[config.mk]
export PLATFORM = sky130hd
export DESIGN_NAME = load_route_ctrl_flat
export DESIGN_NICKNAME = d
export VERILOG_FILES = /design/src/rtl/load_route_ctrl_if.sv /design/src/rtl/load_route_ctrl.sv /design/src/flat_wrapper.sv
export SDC_FILE = /design/constraint.sdc
export NUM_CORES = 1
export LEC_CHECK = 0
export ABC_AREA = 1
export CORE_ASPECT_RATIO = 0.6
export CORE_MARGIN = 5
export CORE_UTILIZATION = 40
export DETAILED_ROUTE_END_ITERATION = 10
export PLACE_DENSITY = 0.77
export SLEW_MARGIN = 0
export SYNTH_ARGS = -nofsm -noshare
export SYNTH_HDL_FRONTEND = slang
export SYNTH_SLANG_ARGS = --single-unit
export TNS_END_PERCENT = 30
[constraint.sdc]
create_clock -name i_clk -period 2.2 [get_ports i_clk]
set_clock_uncertainty 0.1 [all_clocks]
set_input_delay 0.66 -clock i_clk [delete_from_list [all_inputs] [get_ports i_clk]]
set_output_delay 0.66 -clock i_clk [all_outputs]
set_load 0.005 [all_outputs]
[src/rtl/load_route_ctrl_if.sv]
// Stream-in and scratchpad write-port bundle for load_route_ctrl.
// slave = controller side, master = host/datapath side.
interface load_route_ctrl_if #(
   parameter int unsigned SRAM_DATA_WIDTH = 64,
   parameter int unsigned ADDR_WIDTH      = 8
);
   logic [SRAM_DATA_WIDTH-1:0] i_s_data;
   logic                       i_s_valid;
   logic                       o_s_ready;
   logic                       o_write_en;
   logic [ADDR_WIDTH-1:0]      o_write_addr;
   logic [1:0]                 o_spad_select;
   logic [SRAM_DATA_WIDTH-1:0] o_data_in;

   modport slave (
      input  i_s_data, i_s_valid,
      output o_s_ready, o_write_en, o_write_addr, o_spad_select, o_data_in
   );

   modport master (
      output i_s_data, i_s_valid,
      input  o_s_ready, o_write_en, o_write_addr, o_spad_select, o_data_in
   );
endinterface

[src/rtl/load_route_ctrl.sv]
// Layer sequencer: loads weight then input blocks from a valid/ready stream into
// the scratchpads, clears the PE registers, then routes until the datapath is done.
module load_route_ctrl #(
   parameter int unsigned SRAM_DATA_WIDTH = 64,
   parameter int unsigned ADDR_WIDTH      = 8
) (
   input  logic                  i_clk,
   input  logic                  i_nrst,
   input  logic                  i_start,
   input  logic                  i_abort,
   input  logic [ADDR_WIDTH:0]   i_w_count,
   input  logic [ADDR_WIDTH:0]   i_i_count,
   load_route_ctrl_if.slave      bus,
   output logic [ADDR_WIDTH-1:0] o_i_addr_end,
   output logic                  o_reg_clear,
   output logic                  o_route_en,
   input  logic                  i_route_done,
   output logic                  o_busy,
   output logic                  o_done
);

   typedef enum logic [2:0] {
      IDLE, LOAD_W, LOAD_I, SETTLE, CLEAR, ROUTE, DONE
   } state_t;

   localparam logic [ADDR_WIDTH:0] CNT_MAX = {1'b1, {ADDR_WIDTH{1'b0}}};
   localparam logic [ADDR_WIDTH:0] CNT_ONE = {{ADDR_WIDTH{1'b0}}, 1'b1};

   state_t                     state_q, state_d;
   logic [ADDR_WIDTH:0]        w_cnt_q, w_cnt_d;
   logic [ADDR_WIDTH:0]        i_cnt_q, i_cnt_d;
   logic [ADDR_WIDTH-1:0]      addr_q, addr_d;
   logic [ADDR_WIDTH-1:0]      iend_q, iend_d;
   logic                       wr_en_q, wr_en_d;
   logic [ADDR_WIDTH-1:0]      wr_addr_q, wr_addr_d;
   logic [1:0]                 wr_sel_q, wr_sel_d;
   logic [SRAM_DATA_WIDTH-1:0] wr_data_q, wr_data_d;

   logic                       s_ready;
   logic                       hs;
   logic                       last_word;
   logic [ADDR_WIDTH:0]        w_sat, i_sat, phase_cnt;

   function automatic logic [ADDR_WIDTH:0] sat_cnt(input logic [ADDR_WIDTH:0] c);
      return (c > CNT_MAX) ? CNT_MAX : c;
   endfunction

   always_comb begin
      w_sat     = sat_cnt(i_w_count);
      i_sat     = sat_cnt(i_i_count);
      s_ready   = (state_q == LOAD_W) || (state_q == LOAD_I);
      hs        = bus.i_s_valid & s_ready;
      phase_cnt = (state_q == LOAD_W) ? w_cnt_q : i_cnt_q;
      // Compare one bit wider so a full 2^ADDR_WIDTH phase ends at the top address.
      last_word = ({1'b0, addr_q} == (phase_cnt - CNT_ONE));
   end

   always_comb begin
      state_d   = state_q;
      w_cnt_d   = w_cnt_q;
      i_cnt_d   = i_cnt_q;
      addr_d    = addr_q;
      iend_d    = iend_q;
      wr_en_d   = hs;
      wr_addr_d = hs ? addr_q : wr_addr_q;
      wr_sel_d  = hs ? ((state_q == LOAD_I) ? 2'd1 : 2'd0) : wr_sel_q;
      wr_data_d = hs ? bus.i_s_data : wr_data_q;

      unique case (state_q)
         IDLE: begin
            if (i_start && !i_abort) begin
               w_cnt_d = w_sat;
               i_cnt_d = i_sat;
               iend_d  = (i_sat == '0) ? '0 : ADDR_WIDTH'(i_sat - CNT_ONE);
               if (w_sat != '0)      state_d = LOAD_W;
               else if (i_sat != '0) state_d = LOAD_I;
               else                  state_d = SETTLE;
            end
         end
         LOAD_W: begin
            if (hs) begin
               if (last_word) begin
                  addr_d  = '0;
                  state_d = (i_cnt_q != '0) ? LOAD_I : SETTLE;
               end else begin
                  addr_d = addr_q + ADDR_WIDTH'(1);
               end
            end
         end
         LOAD_I: begin
            if (hs) begin
               if (last_word) begin
                  addr_d  = '0;
                  state_d = SETTLE;
               end else begin
                  addr_d = addr_q + ADDR_WIDTH'(1);
               end
            end
         end
         SETTLE: state_d = CLEAR;
         CLEAR:  state_d = ROUTE;
         ROUTE:  if (i_route_done) state_d = DONE;
         DONE:   state_d = IDLE;
         default: state_d = IDLE;
      endcase

      // A write registered in the abort cycle still goes out; only sequencing stops.
      if (i_abort) begin
         state_d = IDLE;
         addr_d  = '0;
      end
   end

   always_ff @(posedge i_clk) begin
      if (!i_nrst) begin
         state_q   <= IDLE;
         w_cnt_q   <= '0;
         i_cnt_q   <= '0;
         addr_q    <= '0;
         iend_q    <= '0;
         wr_en_q   <= 1'b0;
         wr_addr_q <= '0;
         wr_sel_q  <= '0;
         wr_data_q <= '0;
      end else begin
         state_q   <= state_d;
         w_cnt_q   <= w_cnt_d;
         i_cnt_q   <= i_cnt_d;
         addr_q    <= addr_d;
         iend_q    <= iend_d;
         wr_en_q   <= wr_en_d;
         wr_addr_q <= wr_addr_d;
         wr_sel_q  <= wr_sel_d;
         wr_data_q <= wr_data_d;
      end
   end

   assign bus.o_s_ready     = s_ready;
   assign bus.o_write_en    = wr_en_q;
   assign bus.o_write_addr  = wr_addr_q;
   assign bus.o_spad_select = wr_sel_q;
   assign bus.o_data_in     = wr_data_q;
   assign o_i_addr_end      = iend_q;
   assign o_reg_clear       = (state_q == CLEAR);
   assign o_route_en        = (state_q == ROUTE);
   assign o_done            = (state_q == DONE);
   assign o_busy            = (state_q != IDLE);

endmodule

[src/flat_wrapper.sv]
// flat-port wrapper written by rule: the top's interface ports become plain ports
module load_route_ctrl_flat 
#(
   parameter int unsigned SRAM_DATA_WIDTH = 64,
   parameter int unsigned ADDR_WIDTH      = 8
)
  (i_clk, i_nrst, i_start, i_abort, i_w_count, i_i_count, o_i_addr_end, o_reg_clear, o_route_en, i_route_done, o_busy, o_done, bus_i_s_data, bus_i_s_valid, bus_o_s_ready, bus_o_write_en, bus_o_write_addr, bus_o_spad_select, bus_o_data_in);
  load_route_ctrl_if #(.SRAM_DATA_WIDTH(SRAM_DATA_WIDTH), .ADDR_WIDTH(ADDR_WIDTH)) bus_i ();
  input  logic i_clk;
  input  logic i_nrst;
  input  logic i_start;
  input  logic i_abort;
  input  logic [ADDR_WIDTH:0] i_w_count;
  input  logic [ADDR_WIDTH:0] i_i_count;
  output logic [ADDR_WIDTH-1:0] o_i_addr_end;
  output logic o_reg_clear;
  output logic o_route_en;
  input  logic i_route_done;
  output logic o_busy;
  output logic o_done;
  input wire logic [$bits(bus_i.i_s_data)-1:0] bus_i_s_data;
  input wire logic [$bits(bus_i.i_s_valid)-1:0] bus_i_s_valid;
  output wire logic [$bits(bus_i.o_s_ready)-1:0] bus_o_s_ready;
  output wire logic [$bits(bus_i.o_write_en)-1:0] bus_o_write_en;
  output wire logic [$bits(bus_i.o_write_addr)-1:0] bus_o_write_addr;
  output wire logic [$bits(bus_i.o_spad_select)-1:0] bus_o_spad_select;
  output wire logic [$bits(bus_i.o_data_in)-1:0] bus_o_data_in;
  assign bus_i.i_s_data = bus_i_s_data;
  assign bus_i.i_s_valid = bus_i_s_valid;
  assign bus_o_s_ready = bus_i.o_s_ready;
  assign bus_o_write_en = bus_i.o_write_en;
  assign bus_o_write_addr = bus_i.o_write_addr;
  assign bus_o_spad_select = bus_i.o_spad_select;
  assign bus_o_data_in = bus_i.o_data_in;
  load_route_ctrl #(.SRAM_DATA_WIDTH(SRAM_DATA_WIDTH), .ADDR_WIDTH(ADDR_WIDTH)) u_core (.i_clk(i_clk), .i_nrst(i_nrst), .i_start(i_start), .i_abort(i_abort), .i_w_count(i_w_count), .i_i_count(i_i_count), .bus(bus_i), .o_i_addr_end(o_i_addr_end), .o_reg_clear(o_reg_clear), .o_route_en(o_route_en), .i_route_done(i_route_done), .o_busy(o_busy), .o_done(o_done));
endmodule
* Yosys cells after proc, flatten, opt, wreduce, memory -nomap -nowiden
Cells that the tools add are included.
Storage, ports and cells: flip-flop bits (word level) 112, bits of input ports 88, output and inout bits 88, logic and storage cells 59
Cells by class: $add $sub $neg 3, order comparisons 2, equal/unequal tests 13, muxes and demuxes 16, bitwise logic cells 2, reductions and logical operators 14
Operators by type and width (number):
- $mux W9 | 3
- $reduce_bool A9 Y1 | 3
- $mux W3 | 7
- $gt A9 B9 Y1 const B | 2
- $pmux W3 S6 | 1
- $mux W8 | 2
- $ne A2 B1 Y1 const B | 6
- $eq A3 B3 Y1 const B | 3
- $eq A8 B9 Y1 | 1
- $logic_not A9 Y1 | 1
- $sub A9 B1 Y9 const B | 1
- $add A8 B1 Y8 const B | 1
- $sub A8 B1 Y8 const B | 1
- $eq A3 B2 Y1 const B | 2
- $reduce_and A6 Y1 | 1
- $reduce_and A2 Y1 | 2
- $reduce_or A2 Y1 | 2
- $eq A3 B1 Y1 const B | 1
- $logic_not A3 Y1 | 1
- $mux W1 | 3
- $reduce_bool A3 Y1 | 1
- $and A1 B1 Y1 | 1
- $logic_and A1 B1 Y1 | 1
- $logic_not A1 Y1 | 1
- other kinds (2) | 2

* Logic depth before layout (Yosys ltp)
Gate-level depths: netlist of the first run.
depth in word-level cells 7, mapped depth 18, depth with buffers taken out 18

* Worst setup path after synthesis of the first run
OpenSTA, ideal clock, no wires.
path type register -> register, start point register u_core.state_q[1], end point register u_core.addr_q[3], library setup time 120 ps, arrival time 2037 ps, required time 1980 ps, setup slack -57 ps, cell stages (with the launch flop) 17, buffers on the path 0, period minus slack after synthesis 2257 ps, cells stage by stage dfxtp_1 inv_1 nand2_1 nor2_2 nand2_1 nand2_2 ha_1 xor2_1 nand2_1 nor2_1 nand2_1 nor2_1 nand2_1 nor2_2 nand3_2 o21ai_4 nor3b_2
On the way: cells in the longest elaborated chain, start to end 5, elaborated cells between the ends (all ways) 10, those cells by class 1 x add/sub; 3 x eq/ne; 2 x mux; 1 x bitwise; 3 x reduce/logical
Ends and longest elaborated chain:
- start: declaration | RTL line load_route_ctrl.sv:29 | state_t state_q, state_d;
- start signal: assignment | RTL line load_route_ctrl.sv:126 | state_q <= state_d;
- $eq A3 B1 Y1 | RTL line load_route_ctrl.sv:51, load_route_ctrl.sv:53, load_route_ctrl.sv:69
- $mux W9 | RTL line load_route_ctrl.sv:53 | phase_cnt = (state_q == LOAD_W) ? w_cnt_q : i_cnt_q;
- $sub A9 B1 Y9 | RTL line load_route_ctrl.sv:55 | last_word = ({1'b0, addr_q} == (phase_cnt - CNT_ONE));
- $eq A8 B9 Y1 | RTL line load_route_ctrl.sv:55
- $mux W8 | RTL line load_route_ctrl.sv:82, load_route_ctrl.sv:92
- end signal: assignment | RTL line load_route_ctrl.sv:129 | addr_q <= addr_d;
- end: declaration | RTL line load_route_ctrl.sv:32 | logic [ADDR_WIDTH-1:0] addr_q, addr_d;
Parallel ways exist; a longest one is shown, timed or not. A chain may end at the register's enable or synchronous reset.

* Worst setup path after layout of the first run
start point register u_core.state_q[0], end point register u_core.addr_q[3]
The elaborated chain is that of the path after synthesis.

==> results by group, run 1 <==
Placement
  • Gp weighted congestion: 1.016
  • Cells after DPL: 1043
  • DP Worst Slack: -0.5170 ns
  • Dpl cell area: 0.007171 mm²
  • DPL Wire Length: 10.78 mm
  • Buffers added on ports: 174

Pwr
  • LEAKAGE: 3.170 nW
  • P_sw: 0.001433 W
  • Comb power frac: 24.5%
  • VDD IR max: 365.7 µV
  • Part of the power in the clock network: 32.4%
  • P_int: 0.003702 W
  • Sw Ratio: 27.91%
  • Power consumption: 0.005135 W
  • Flop pwr share: 43.1%
  • Power Dens Cells: 674.9 mW/mm²

Floorplanning
  • Count of boundary I/O pins: 176
  • Die Height: 95.08 µm
  • Core footprint: 0.01195 mm²
  • Initial Utilization: 40.40%
  • Die width: 151.8 µm
  • Die ar.: 0.01443 mm²
  • # rows: 31

Detailed routing
  • Pre-Repair DR Iteration Count: 4
  • Routed Wire Length: 14.37 mm
  • Vias/cell: 4.683
  • DRC violations left: 0
  • Routed len/inst: 13.53 µm
  • Post-route ant nets: 0
  • DR iter-0 viols: 243
  • DR vias: 4973

Clock network
  • Clk pin slew, worst setup/hold paths: 0.07 ns
  • CTS max path bufs: 2
  • Worst-skew pair later-pin latency: 0.34 ns
  • Clock buffer count from CTS: 9
  • Clk sinks: 111
  • Max H-tree Level: 3
  • Post-cts hold buffer count: 0
  • CTS tree: yes
  • Root Buffer: clkbuf_16

Critical path
  • CP startpoint kind: flop
  • Worst setup path startpoint: u_core.state_q[0]
  • CP Class: reg2reg
  • R2r startpoint: u_core.state_q[0]
  • Crit path DAT: 2.42 ns
  • Crit-path max FO: 6
  • Critical Path Sink Type: flop
  • WP data required: 2.33 ns

Status
  • Run status: finished, violations left
  • Failing checks: setup timing

Cells and area
  • Commonest non-fill, non-tap cell in the layout: nor2_1
  • Finished Core Util: 63.69%
  • Proportion of layout cells with a drive suffix above 1: 15.72%
  • Diodes inserted: 0
  • Most frequent cells in the layout: nor2_1 (171), clkdlybuf4s50_1 (159), dfxtp_1 (108)
  • Layout net count: 984
  • Design area: 0.007609 mm²
  • P&R area growth vs syn: 57.66%
  • Final Non-Filler Cells: 1062

Run
  • Number of max-cap violations: 0

STA
  • FMAX: 436.6 MHz
  • Final hold vios: 0
  • Setup slack after layout: -0.09030 ns
  • RSZ-0062 raised after global routing: yes
  • Relative slew slack: 67.23%
  • Max-slew violations: 0
  • Pin slew with the least headroom to its limit: 0.4871 ns
  • Tcrit/Tclk final: 104.1%
  • # setup viols final: 10
  • Crit path time final: 2.290 ns

Logic synthesis
  • Adder-cell share of the synthesized area: 1.037%
  • Syn. warnings: 0
  • Post-synthesis xor/xnor area fraction: 1.996%
  • Compound-Gate Fraction of Synth Area: 14.42%
  • Avg Inst Size Synth: 7.171 µm²
  • Post-synthesis mux area share: 0%
  • Unique masters post-synth: 38
  • Cells after synthesis: 673
  • Syn nets: 765
  • Synth Area in Simple Gates: 29.09%
  • Mapped Area: 0.004826 mm²
  • Synth Register Bits: 111
  • Sequential fraction of the synthesis area: 46.05%
  • Largest family of logic cells by synthesized area: simple AND/OR/NAND/NOR gates

GRT
  • GRT Resource Usage Total: 19.17%
  • First-pass GRT wire length: 22.67 mm
  • Number of global-route vias before repair: 4567
  • Antenna violations before repair: 0
  • Grt total ovfl: 0
  • Largest net degree at the start of global routing: 71

Min path
  • HP Start: u_core.bus.o_write_addr[0]
  • HP Class: reg2reg
## state kept, by name (all words and copies together) (netlist names), 3 cells and up
name                     cells
u_core.addr_q                8
u_core.bus.o_data_in        64
u_core.bus.o_write_addr      8
u_core.i_cnt_q               9
u_core.o_i_addr_end          8
u_core.state_q               3
u_core.w_cnt_q               9
## worst max-delay path, stage by stage (launching register included)
cell     delay, ns
dfxtp_4       0.38
buf_6         0.10
nand3_4       0.10
nand2_2       0.08
nand2_2       0.07
ha_4          0.27
xor2_1        0.14
nand2_1       0.06
nor2_1        0.10
nand2_1       0.06
nor2_1        0.08
nand2_1       0.06
nor2_2        0.14
nand3_2       0.11
o21ai_4       0.24
nor3b_2       0.07
## final cells by class
cell class                      instances  area [µm²]
Fill cell                            1079        4338
Multi-Input combinational cell        472        2337
Timing Repair Buffer                  239        2303
Sequential cell                       111        2231
Clock buffer                            9       225.2
Inverter                               59       224.0
Tap cell                              165       206.4
Clock inverter                          7       81.33
## path summary, 6_finish.rpt
check / to / depth (start not counted) / slack, ns
worst max-delay path: u_core.addr_q[3] / 15 / -0.09
worst min-delay path: u_core.bus.o_write_addr[0] / 2 / 0.36
worst max register to register: u_core.addr_q[3] / 15 / -0.09
worst min register to register: u_core.bus.o_write_addr[0] / 2 / 0.36
## logic make-up (layout without fill, tap and decap cells)
group / after synthesis / count (layout)
buffers and inverters: 90 / 314
XOR/XNOR: 11 / 11
flip-flops: 111 / 111
AND/OR/NAND/NOR: 328 / 328
adder cells (fa/ha/maj): 4 / 4
AO/OA/AOI/OAI: 128 / 128
other: 1 / 1
## metrics by stage
step | setup TNS, ns | hold slack, ns
CTS | -0.9054 | 0.3690
finish | -0.6889 | 0.3645
global route | -2.579 | 0.3843
detailed placement | -6.456 | 0.3586
floorplan | 0 | 0.3368
global placement | -5.114 | 0.3519
## per-layer routing
layer / wire (µm) / vias up / GRT usage, %
met5: 0 / - / 0
met4: 110 / 0 / 3.815
met3: 1618 / 9 / 8.798
met2: 6023 / 176 / 28.88
met1: 6614 / 2192 / 25.53
li1: - / 2596 / -
## cells in the mapped netlist (all sizes together)
cell / number / area, µm²
xnor2: 1 / 8.760
nor4: 6 / 37.54
nand2: 99 / 404.1
o21bai: 1 / 7.510
nor2: 182 / 710.7
dfxtp: 111 / 2222
or2: 1 / 6.260
a22oi: 2 / 15.01
a211oi: 8 / 60.06
clkbuf: 26 / 97.59
nand4: 4 / 25.02
buf: 5 / 32.53
nor3b: 1 / 12.51
conb: 1 / 3.750
nand3: 31 / 177.7
o21ai: 81 / 420.4
a21boi: 1 / 7.510
ha: 4 / 50.05
inv: 57 / 216.5
xor2: 10 / 87.58
o32a: 1 / 11.26
clkinv: 2 / 7.510
nor3: 4 / 30.03
a21oi: 33 / 165.2
a311oi: 1 / 8.760
## what timing repair did
item                                    in CTS  in global routing
gates resized for setup                     24                 22
endpoints found under the setup margin      23                 21
endpoints found under the hold margin        0                  0
pin swaps                                    6                 21
buffers inserted                             1                  2
## power by group through the flow
stage	registers (W)	clock network [W]	logic, W
detailed placement	0.00226	0	0.00122
global placement	0.00225	0	0.00121
finish	0.00221	0.00166	0.00126
CTS	0.00221	0.00172	0.00125
floorplan	0.00227	0	0.000576
global route	0.00223	0.00180	0.00140
No activity file was read; power rests on OpenSTA's default activity.
==> inputs of run 2 (changes only) <==
CORE_MARGIN = 2   (was 5)
SLEW_MARGIN = default   (was 0)
==> results by group, run 2 (synthesis gave the netlist of run 1 again) <==
Status
  • Run status: finished, violations left
  • Failing checks: setup timing

Cells and area
  • Fill cells: 1058 (-1.9%)
  • Max reg flops: 64 (unchanged)
  • Layout net count: 988 (+0.41%)
  • P&R area growth vs syn: 58.54%
  • Proportion of layout cells with a drive suffix above 1: 16.98% (+1.3 points)
  • Most frequent cells in the layout: nor2_1 (169), clkdlybuf4s50_1 (159), dfxtp_1 (108)
  • Commonest non-fill, non-tap cell in the layout: nor2_1
  • Diodes inserted: 0 (unchanged)

GRT
  • GRT Resource Usage Total: 21.60% (+2.4 points)
  • Grt total ovfl: 0 (unchanged)
  • Number of global-route vias before repair: 4599 (+0.70%)
  • Largest net degree at the start of global routing: 80 (+13%)
  • First-pass GRT wire length: 22.34 mm (-1.5%)
  • Antenna violations before repair: 0 (unchanged)

Detailed routing
  • DR vias: 5095 (+2.5%)
  • Top routing layer used: met4
  • Met2 WL: 6.208 mm (+3.1%)
  • DRC violations left: 0 (unchanged)
  • Pre-Repair DR Iteration Count: 5 (+1)
  • Post-route ant nets: 0 (unchanged)
  • Vias/cell: 4.780 (+2.1%)
  • Routed metal-1 wirelength: 6.776 mm (+2.4%)
  • Routed Wire Length: 14.49 mm (+0.83%)
  • Routed len/inst: 13.59 µm (+0.45%)
  • Met3 routed WL: 1.363 mm (-16%)
  • DR iter-0 viols: 295 (+21%)

Critical path
  • CP Class: reg2reg
  • Critical Path Sink Type: flop
  • CP startpoint kind: flop
  • Crit-path max FO: 6 (unchanged)
  • Crit path DAT: 2.52 ns (+0.10 ns)
  • WP data required: 2.33 ns (about the same)

Clock network
  • Worst-skew pair later-pin latency: 0.34 ns (about the same)
  • CTS max path bufs: 2 (unchanged)
  • Clk sinks: 111 (unchanged)
  • Clk pin slew, worst setup/hold paths: 0.07 ns (about the same)
  • Clock buffer count from CTS: 9 (unchanged)
  • CTS tree: yes
  • Root Buffer: clkbuf_16
  • Max H-tree Level: 3 (unchanged)

STA
  • Crit path time final: 2.394 ns (+0.1040 ns)
  • Final hold vios: 0 (unchanged)
  • Max-slew violations: 0 (unchanged)
  • Setup slack after layout: -0.1943 ns (-0.1040 ns)
  • Aggregate negative setup slack: -1.575 ns (-0.8860 ns)
  • # setup viols final: 11 (+1)
  • FMAX: 417.7 MHz (-4.3%)
  • Tcrit/Tclk final: 108.8% (+4.7 points)
  • RSZ-0062 raised after global routing: yes
  • Worst hold slack: 0.3697 ns (+0.005117 ns)

Floorplanning
  • Core footprint: 0.01191 mm² (-0.32%)
  • Count of boundary I/O pins: 176 (unchanged)
  • Die ar.: 0.01299 mm² (-10%)
  • Die width: 145.8 µm (-4.0%)
  • Die Height: 89.08 µm (-6.3%)
  • # rows: 31 (unchanged)
  • Initial Utilization: 40.53% (+0.13 points)

Placement
  • Gp weighted congestion: 0.9695 (-4.6%)
  • Buffers added on ports: 174 (unchanged)
  • DPL Wire Length: 10.54 mm (-2.3%)

Pwr
  • Power Dens Cells: 669.0 mW/mm² (-0.86%)
  • VDD IR max: 434.2 µV (+19%)
  • LEAKAGE: 3.150 nW (-0.65%)
  • Power consumption: 0.005119 W (-0.31%)

Min path
  • HP Class: reg2reg

Run
  • Number of max-cap violations: 0 (unchanged)
[run 2: stage by stage]
step	setup slack (ns)	utilization (%)	cells	cell area, µm²
6_report	-0.1943	64.25	1066	7651
5_1_grt	-0.3385	64.25	1066	7651
4_1_cts	-0.1445	62.85	1062	7483
3_5_place_dp	-0.5091	59.88	1041	7131
3_3_place_gp	-0.4236	59.88	1041	7131
2_1_floorplan	0.003285	-	673	4830
[run 2: worst paths after layout]
| check | depth (start not counted) | startpoint | slack (ns) | endpoint |
|---|---|---|---|---|
| setup reg to reg | 15 | u_core.state_q[0] | -0.19 | u_core.addr_q[6] |
| setup / recovery | 15 | u_core.state_q[0] | -0.19 | u_core.addr_q[6] |
| hold reg to reg | 2 | u_core.w_cnt_q[2] | 0.37 | u_core.w_cnt_q[2] |
| hold / removal | 2 | u_core.w_cnt_q[2] | 0.37 | u_core.w_cnt_q[2] |
[run 2: where the power goes]
part           switching (W)  internal (W)
logic               0.000640      0.000678
clock network       0.000746      0.000840
registers          0.0000693       0.00215
[run 2: worst max-delay path, stage by stage, from the launching register on]
cell and delay [ns]:
dfxtp_4 0.38, buf_4 0.12, nand3_4 0.10, nand2_2 0.08, nand2_2 0.07, ha_4 0.26, xor2_1 0.13, nand2_1 0.06
nor2_1 0.11, nand2_1 0.08, nor2_2 0.13, nand2_2 0.08, nor2_4 0.12, nand3_2 0.10, o21ai_4 0.26, nor2_1 0.08
[run 2: area by class of cell]
cell class | instances | area [µm²] | area share (%)
timing repair buffer | 243 | 2298 | 30.04
tap | 165 | 206.4 | 2.698
inverter | 59 | 224.0 | 2.927
clock inverter | 5 | 38.79 | 0.5069
sequential | 111 | 2231 | 29.16
multi-input combinational | 472 | 2400 | 31.37
clock buffer | 11 | 252.7 | 3.303
[run 2: metal layers]
| layer | vias to the layer above | global-route usage (%) |
|---|---|---|
| li1 | 2599 | - |
| met1 | 2311 | 28.63 |
| met2 | 174 | 32.93 |
| met3 | 11 | 9.133 |
| met4 | 0 | 5.258 |
| met5 | - | 0 |
[run 2: what timing repair did]
action / in CTS / in global routing
pin swaps: 4 / 26
gates resized for setup: 22 / 37
cloned: 0 / 0
hold buffers: 0 / 0
endpoints found under the setup margin: 23 / 26
setup buffers: 5 / 4
hold endpoints to repair: 0 / 0
==> inputs of run 3 (changes only) <==
CTS_CLUSTER_DIAMETER = 60   (was default)
HOLD_SLACK_MARGIN = 0.06   (was default)
==> results of run 3 <==
No change in the layout: final DEF, timing and power equal those of run 2.
